<file path="src/rtl/reorder_buffer_mp.sv">
// Multi-port reorder buffer: in-order allocate/commit, CDB_PORTS completion buses,
// two bypassed tag-lookup ports and full flush when a mispredicted branch commits.
module reorder_buffer_mp #(
   parameter int DEPTH     = 8,
   parameter int WIDTH     = 32,
   parameter int CDB_PORTS = 3,
   parameter int TAG_W     = $clog2(DEPTH)
) (
   input  logic                       clk,
   input  logic                       rst,
   input  logic                       enq_valid,
   output logic                       enq_ready,
   input  logic [4:0]                 enq_rd,
   input  logic                       enq_has_rd,
   input  logic [WIDTH-1:0]           enq_pc,
   output logic [TAG_W-1:0]           enq_tag,
   input  logic [CDB_PORTS-1:0]       cdb_valid,
   input  logic [CDB_PORTS*TAG_W-1:0] cdb_tag,
   input  logic [CDB_PORTS*WIDTH-1:0] cdb_data,
   input  logic [CDB_PORTS-1:0]       cdb_mispredict,
   input  logic [2*TAG_W-1:0]         lk_tag,
   output logic [1:0]                 lk_rdy,
   output logic [2*WIDTH-1:0]         lk_data,
   output logic                       commit_valid,
   input  logic                       commit_ready,
   output logic [TAG_W-1:0]           commit_tag,
   output logic [4:0]                 commit_rd,
   output logic                       commit_has_rd,
   output logic [WIDTH-1:0]           commit_data,
   output logic [WIDTH-1:0]           commit_pc,
   output logic                       flush,
   output logic [TAG_W:0]             count
);
   localparam logic [TAG_W:0] FULL = (TAG_W+1)'(DEPTH);

   logic [DEPTH-1:0]     valid_q, valid_d, done_q, done_d, mis_q, mis_d, has_rd_q, has_rd_d;
   logic [4:0]           rd_q   [DEPTH];
   logic [4:0]           rd_d   [DEPTH];
   logic [WIDTH-1:0]     pc_q   [DEPTH];
   logic [WIDTH-1:0]     pc_d   [DEPTH];
   logic [WIDTH-1:0]     data_q [DEPTH];
   logic [WIDTH-1:0]     data_d [DEPTH];
   logic [TAG_W-1:0]     head_q, head_d, tail_q, tail_d;
   logic [TAG_W:0]       count_q, count_d;
   logic                 enq_fire_s, commit_fire_s;
   logic [CDB_PORTS-1:0] cdb_hit_s;

   assign commit_valid  = valid_q[head_q] & done_q[head_q];
   assign commit_fire_s = commit_valid & commit_ready;
   assign flush         = commit_fire_s & mis_q[head_q];
   assign enq_ready     = (count_q != FULL) & ~flush;
   assign enq_fire_s    = enq_valid & enq_ready;
   assign enq_tag       = tail_q;
   assign commit_tag    = head_q;
   assign commit_rd     = rd_q[head_q];
   assign commit_has_rd = has_rd_q[head_q];
   assign commit_data   = data_q[head_q];
   assign commit_pc     = pc_q[head_q];
   assign count         = count_q;

   // A CDB write only takes effect on an allocated, not-yet-done entry, and never during flush
   always_comb begin
      cdb_hit_s = '0;
      for (int i = 0; i < CDB_PORTS; i++) begin
         cdb_hit_s[i] = cdb_valid[i] & valid_q[cdb_tag[i*TAG_W +: TAG_W]]
                        & ~done_q[cdb_tag[i*TAG_W +: TAG_W]] & ~flush;
      end
   end

   // Lookup: storage first, then CDB bypass with the highest port index winning
   always_comb begin
      lk_rdy  = '0;
      lk_data = '0;
      for (int j = 0; j < 2; j++) begin
         lk_rdy[j] = valid_q[lk_tag[j*TAG_W +: TAG_W]] & done_q[lk_tag[j*TAG_W +: TAG_W]];
         lk_data[j*WIDTH +: WIDTH] = data_q[lk_tag[j*TAG_W +: TAG_W]];
         for (int i = 0; i < CDB_PORTS; i++) begin
            lk_rdy[j] = lk_rdy[j] |
                        (cdb_hit_s[i] & (cdb_tag[i*TAG_W +: TAG_W] == lk_tag[j*TAG_W +: TAG_W]));
            lk_data[j*WIDTH +: WIDTH] =
               (cdb_hit_s[i] && (cdb_tag[i*TAG_W +: TAG_W] == lk_tag[j*TAG_W +: TAG_W]))
               ? cdb_data[i*WIDTH +: WIDTH] : lk_data[j*WIDTH +: WIDTH];
         end
      end
   end

   // Next state: completion, commit clear, allocation, then flush overrides everything
   always_comb begin
      valid_d  = valid_q;
      done_d   = done_q;
      mis_d    = mis_q;
      has_rd_d = has_rd_q;
      rd_d     = rd_q;
      pc_d     = pc_q;
      data_d   = data_q;
      head_d   = head_q;
      tail_d   = tail_q;
      count_d  = count_q;
      for (int i = 0; i < CDB_PORTS; i++) begin
         done_d[cdb_tag[i*TAG_W +: TAG_W]] = cdb_hit_s[i] | done_d[cdb_tag[i*TAG_W +: TAG_W]];
         data_d[cdb_tag[i*TAG_W +: TAG_W]] = cdb_hit_s[i] ? cdb_data[i*WIDTH +: WIDTH]
                                                          : data_d[cdb_tag[i*TAG_W +: TAG_W]];
         mis_d[cdb_tag[i*TAG_W +: TAG_W]]  = cdb_hit_s[i] ? cdb_mispredict[i]
                                                          : mis_d[cdb_tag[i*TAG_W +: TAG_W]];
      end
      if (commit_fire_s) begin
         valid_d[head_q] = 1'b0;
         done_d[head_q]  = 1'b0;
         mis_d[head_q]   = 1'b0;
         head_d          = head_q + 1'b1;
      end else begin
         head_d = head_q;
      end
      if (enq_fire_s) begin
         valid_d[tail_q]  = 1'b1;
         done_d[tail_q]   = 1'b0;
         mis_d[tail_q]    = 1'b0;
         has_rd_d[tail_q] = enq_has_rd;
         rd_d[tail_q]     = enq_rd;
         pc_d[tail_q]     = enq_pc;
         tail_d           = tail_q + 1'b1;
      end else begin
         tail_d = tail_q;
      end
      if (flush) begin
         valid_d = '0;
         done_d  = '0;
         mis_d   = '0;
         head_d  = head_q + 1'b1;
         tail_d  = head_q + 1'b1;
         count_d = '0;
      end else begin
         count_d = count_q + {{TAG_W{1'b0}}, enq_fire_s} - {{TAG_W{1'b0}}, commit_fire_s};
      end
   end

   // State registers with asynchronous active-low reset
   always_ff @(posedge clk or negedge rst) begin
      if (!rst) begin
         valid_q  <= '0;
         done_q   <= '0;
         mis_q    <= '0;
         has_rd_q <= '0;
         rd_q     <= '{default: '0};
         pc_q     <= '{default: '0};
         data_q   <= '{default: '0};
         head_q   <= '0;
         tail_q   <= '0;
         count_q  <= '0;
      end else begin
         valid_q  <= valid_d;
         done_q   <= done_d;
         mis_q    <= mis_d;
         has_rd_q <= has_rd_d;
         rd_q     <= rd_d;
         pc_q     <= pc_d;
         data_q   <= data_d;
         head_q   <= head_d;
         tail_q   <= tail_d;
         count_q  <= count_d;
      end
   end
endmodule
</file>
<file path="config.mk">
export PLATFORM = sky130hd
export DESIGN_NAME = reorder_buffer_mp
export DESIGN_NICKNAME = d
export VERILOG_FILES = /design/src/rtl/reorder_buffer_mp.sv
export SDC_FILE = /design/constraint.sdc
export NUM_CORES = 2
export LEC_CHECK = 0
export CELL_PAD_IN_SITES_DETAIL_PLACEMENT = 1
export CELL_PAD_IN_SITES_GLOBAL_PLACEMENT = 2
export CORE_UTILIZATION = 39
export CTS_BUF_LIST = sky130_fd_sc_hd__clkbuf_2
export DETAILED_ROUTE_END_ITERATION = 10
export PLACE_DENSITY_LB_ADDON = 0.1
export SLEW_MARGIN = 20
export SYNTH_ARGS = -nofsm -noshare
export SYNTH_HDL_FRONTEND = slang
export SYNTH_SLANG_ARGS = --single-unit
</file>
<file path="constraint.sdc">
create_clock -name clk -period 4.55 [get_ports clk]
set_input_delay 0.6825 -clock clk [delete_from_list [all_inputs] [get_ports clk]]
set_output_delay 0.6825 -clock clk [all_outputs]
set_load 0.02 [all_outputs]
</file>
==> metrics.md <==
| Metric | Value |
|---|---|
| Layout cells sized above 1 | `between 30% and 40%` |
| Final Non-Filler Cells | `around 7300` |
| Synth Area per Inst | `approximately 8.9 um^2` |
| Number of CTS-inserted buffers | `between 150 and 200` |
| Synth Cell Area | `between 0.04 and 0.05 mm^2` |
| Multi-input gate area in the final layout | `0.0297 mm^2` |
| Global-route wire length before repair | `between 300000 and 400000 um` |
| Die area | `0.119 mm^2` |
| Post-Synthesis Cells | `roughly 5200` |
| Final HPWL DP | `about 150000 um` |
| Register bit total from synthesis | `approximately 600` |
| Arrival @ worst endpoint | `slightly below 5 ns` |
| Relative slew margins | `between 10% and 20%` |
| DRT Wirelength | `264000 um` |
| Drt drc | `0` |
| Number of port buffers | `307` |
| Core Rows | `around 130` |
| Post-synthesis async set-or-reset flop share | `between 90% and 100%` |
| Status | `finished with violations` |
| Setup crit end kind | `output pin` |
| Max incr delay on CP | `between 0.5 and 0.6 ns` |
| Total global-route track usage | `roughly 43%` |
| Fin crit share | `122%` |
| Clk_lat worst skew | `1.70 ns` |
| Synth cell count leaders | `nand2_1, a21oi_1, dfrtp_1, mux2_2, clkbuf_1` |
| Util after Layout | `between 40% and 50%` |
| Grt ovf | `0` |
| Synth cell types | `83` |
| Largest net degree at the start of global routing | `roughly 100` |
| Final setup violating endpoints | `68` |
| Share of the synthesized area in the top cell type | `about a third` |
| CP Data Required Time | `between 3 and 4 ns` |
| Worst VDD drop | `between 0.4 and 0.5 mV` |
| Fill cell count | `roughly 13000` |
| Vias | `50800` |
| Max Clock Skew | `0.147 ns` |
| Clock sinks | `594` |
| Max Cap Viol | `0` |
| CTS root buffer | `clkbuf_2` |
| Critical-path cell list | `mux2i_1 > mux4_2 > a311oi_4 > buf_12 > a311oi_4 > buf_6 > buf_4 > nand4_1 > buf_6 > buf_12 > buf_16 > nor2_4 > a21oi_4 > mux2i_1 > a21oi_1 > buf_4` |
| Pwr/cell area | `686 mW/mm^2` |
| Maximum clock frequency | `about 180 MHz` |
| TritonCTS clock tree | `built` |
| Die Wd | `around 340 um` |
| Most frequent cell after synthesis | `nand2_1` |
| Post-synth top area cell | `dfrtp_1` |
| Post-Place Cells | `slightly below 7000` |
| Vias per cell | `approximately 6.9` |
| Hold Crit Class | `in2reg` |
| Failing checks | `setup timing` |
| Die Ht | `between 300 and 400 um` |
| Layout area overhead | `25.4%` |
| Syn nets | `~5300` |
| Total power | `between 0.03 and 0.04 W` |
| CTS max path bufs | `3` |
| Synth warn | `0` |
| Ports | `308` |
| GPL Wtd Cong | `approximately 0.93` |
| Reg area | `~0.015 mm^2` |
| Tmin final | `approximately 5.6 ns` |
| Worst Setup Start Kind | `flip-flop` |
| Starting Density | `39.4%` |
| WL/cell | `35.9 um` |
| WS Path Type | `reg2out` |
| Leak | `24.0 nW` |
| CP max-delay cell | `dfrtp_4` |
| Post-synth EDFFs | `0` |
| Unrepaired setup endpoints after global routing | `yes` |
| Final antenna-violating net count | `0` |
| Area contributors post-synth | `dfrtp_1, mux2_2, a21oi_1` |
| Final WS setup | `-1.02 ns` |
| H-tree depth | `4` |
| Final Hold Fails | `0` |
| CORE AREA | `around 0.12 mm^2` |
| Max Fanout on Critical Path | `7` |
| Nets | `about 5800` |
| Detailed Routing Iterations Pass 1 | `7` |
| Reg clk slew, reported paths | `around 0.11 ns` |
| Pre-CTS worst setup slack | `-0.124 ns` |
| Tightest Pin Transition | `between 1 and 1.5 ns` |
| Crit path max-delay family | `buffers and inverters` |
| Number of antenna violations at the first check in global routing | `12` |
| Count of pins over their slew limit | `0` |
| Starting DRT DRC Count | `around 6600` |
| Register area share after synthesis | `32.4%` |
| Vias in the first global route | `a little over 50000` |
| Main flop type after synthesis | `dfrtp_1` |
| CP bufs+invs | `7` |
## state kept, by name (all words and copies together) (netlist names)
| name | flops |
|---|---|
| has_rd_q | 8 |
| done_q | 8 |
| pc_q | 256 |
| data_q | 256 |
| enq_tag | 3 |
| valid_q | 8 |
| mis_q | 8 |
| rd_q | 40 |
| commit_tag | 3 |
| count | 4 |
## final timing paths
path | startpoint | to | slack [ns] | cells past startpoint
max in group asynchronous | rst | pc_q[168] | 3.37 | 4
worst min register to register | pc_q[128] | pc_q[128] | 0.51 | 1
worst max-delay path | commit_tag[1] | lk_data[16] | -1.02 | 16
worst min-delay path | cdb_data[68] | data_q[36] | 0.14 | 5
worst max register to register | commit_tag[1] | data_q[201] | 0.13 | 20
min in group asynchronous | rst | data_q[201] | 0.38 | 4
## cell type report
type | instances | share of cell area [%]
Clock inverter | 51 | 0.560
Multi-Input combinational cell | 4016 | 51.7
Inverter | 25 | 0.198
Timing Repair Buffer | 870 | 16.1
Tap cell | 1524 | 3.32
Sequential cell | 594 | 25.9
Antenna cell | 10 | 0.0436
Clock buffer | 251 | 2.19
## power by group
group	switching, W	internal, W	leakage, nW	total (W)
Clock	0.00277	0.00160	1.19	0.00437
Combinational	0.0132	0.0107	15.4	0.0239
Sequential	0.00332	0.00778	7.36	0.0111
Total	0.0193	0.0201	24.0	0.0394
## layout by cell type (no fill, tap or decap), drive strengths merged, types with 27 or more instances in the layout
master         netlist  final
nand2              817    817
a21oi              706    706
dfrtp              594    594
buf                146    568
mux2               488    488
nor2               341    341
o21ai              313    313
a22oi              281    281
clkbuf             395    278
mux2i              210    210
clkdlybuf4s50        0    158
mux4               152    152
a221oi             123    123
dlygate4sd3          0     72
a22o                51     51
a221o               50     50
o221ai              45     45
clkinv               1     42
nand4               37     37
dlymetal6s2s         0     36
a21o                35     35
and4                33     33
o211ai              32     32
inv                 24     32
o2bb2ai             29     29
nand3               28     28
o22ai               28     28
nor3                27     27
## routing by layer
layer,up-vias,part of all wire [%],track usage [%]
met4,12,7.7,29.9
met5,-,0.035,0
li1,20400,-,-
met3,1066,13,13.9
met2,3640,42,63.5
met1,25600,37,53.5
## cells by family after synthesis
| family | share of synthesized area (%) |
|---|---|
| multiplexers | 24.4 |
| XOR/XNOR | 0.593 |
| AO/OA/AOI/OAI | 24.7 |
| AND/OR/NAND/NOR | 12.7 |
| flip-flops | 32.4 |
| adder cells (fa/ha/maj) | 0.235 |
| buffers and inverters | 4.91 |
## worst reg2reg max path: stages, from the launching register on
cell and delay, ns:
dfrtp_4 0.55, mux2i_1 0.15, mux4_2 0.53, a311oi_4 0.30, buf_12 0.16, buf_6 0.09
buf_6 0.09, nand3_4 0.08, buf_6 0.14, buf_6 0.10, buf_8 0.11, buf_16 0.13
buf_6 0.21, a21boi_4 0.19, buf_12 0.34, a221o_1 0.26, o2bb2ai_2 0.11, buf_4 0.18
nand2_1 0.06, o21ai_1 0.12, dlygate4sd3_1 0.57
## repair_timing
item                       in CTS  in global routing
hold endpoints to repair     1044                  0
gates cloned                   20                 10
buffers inserted               68                 39
gates resized for setup       540                217
pin swaps                      41                 41
hold buffers                   73                  0
setup endpoints to repair     139                134
## through the flow
step           area [um^2]  hold WS, ns  TNS (ns)
4_1_cts              56500      0.00453    -77.43
3_5_place_dp         52400        0.491     -4.52
3_3_place_gp         52400        0.484     -3.13
2_1_floorplan        45800        0.387         0
6_report             57400        0.140    -60.65
5_1_grt              57400       0.0809    -72.45
Note: power is estimated with default switching activity, not from simulation.
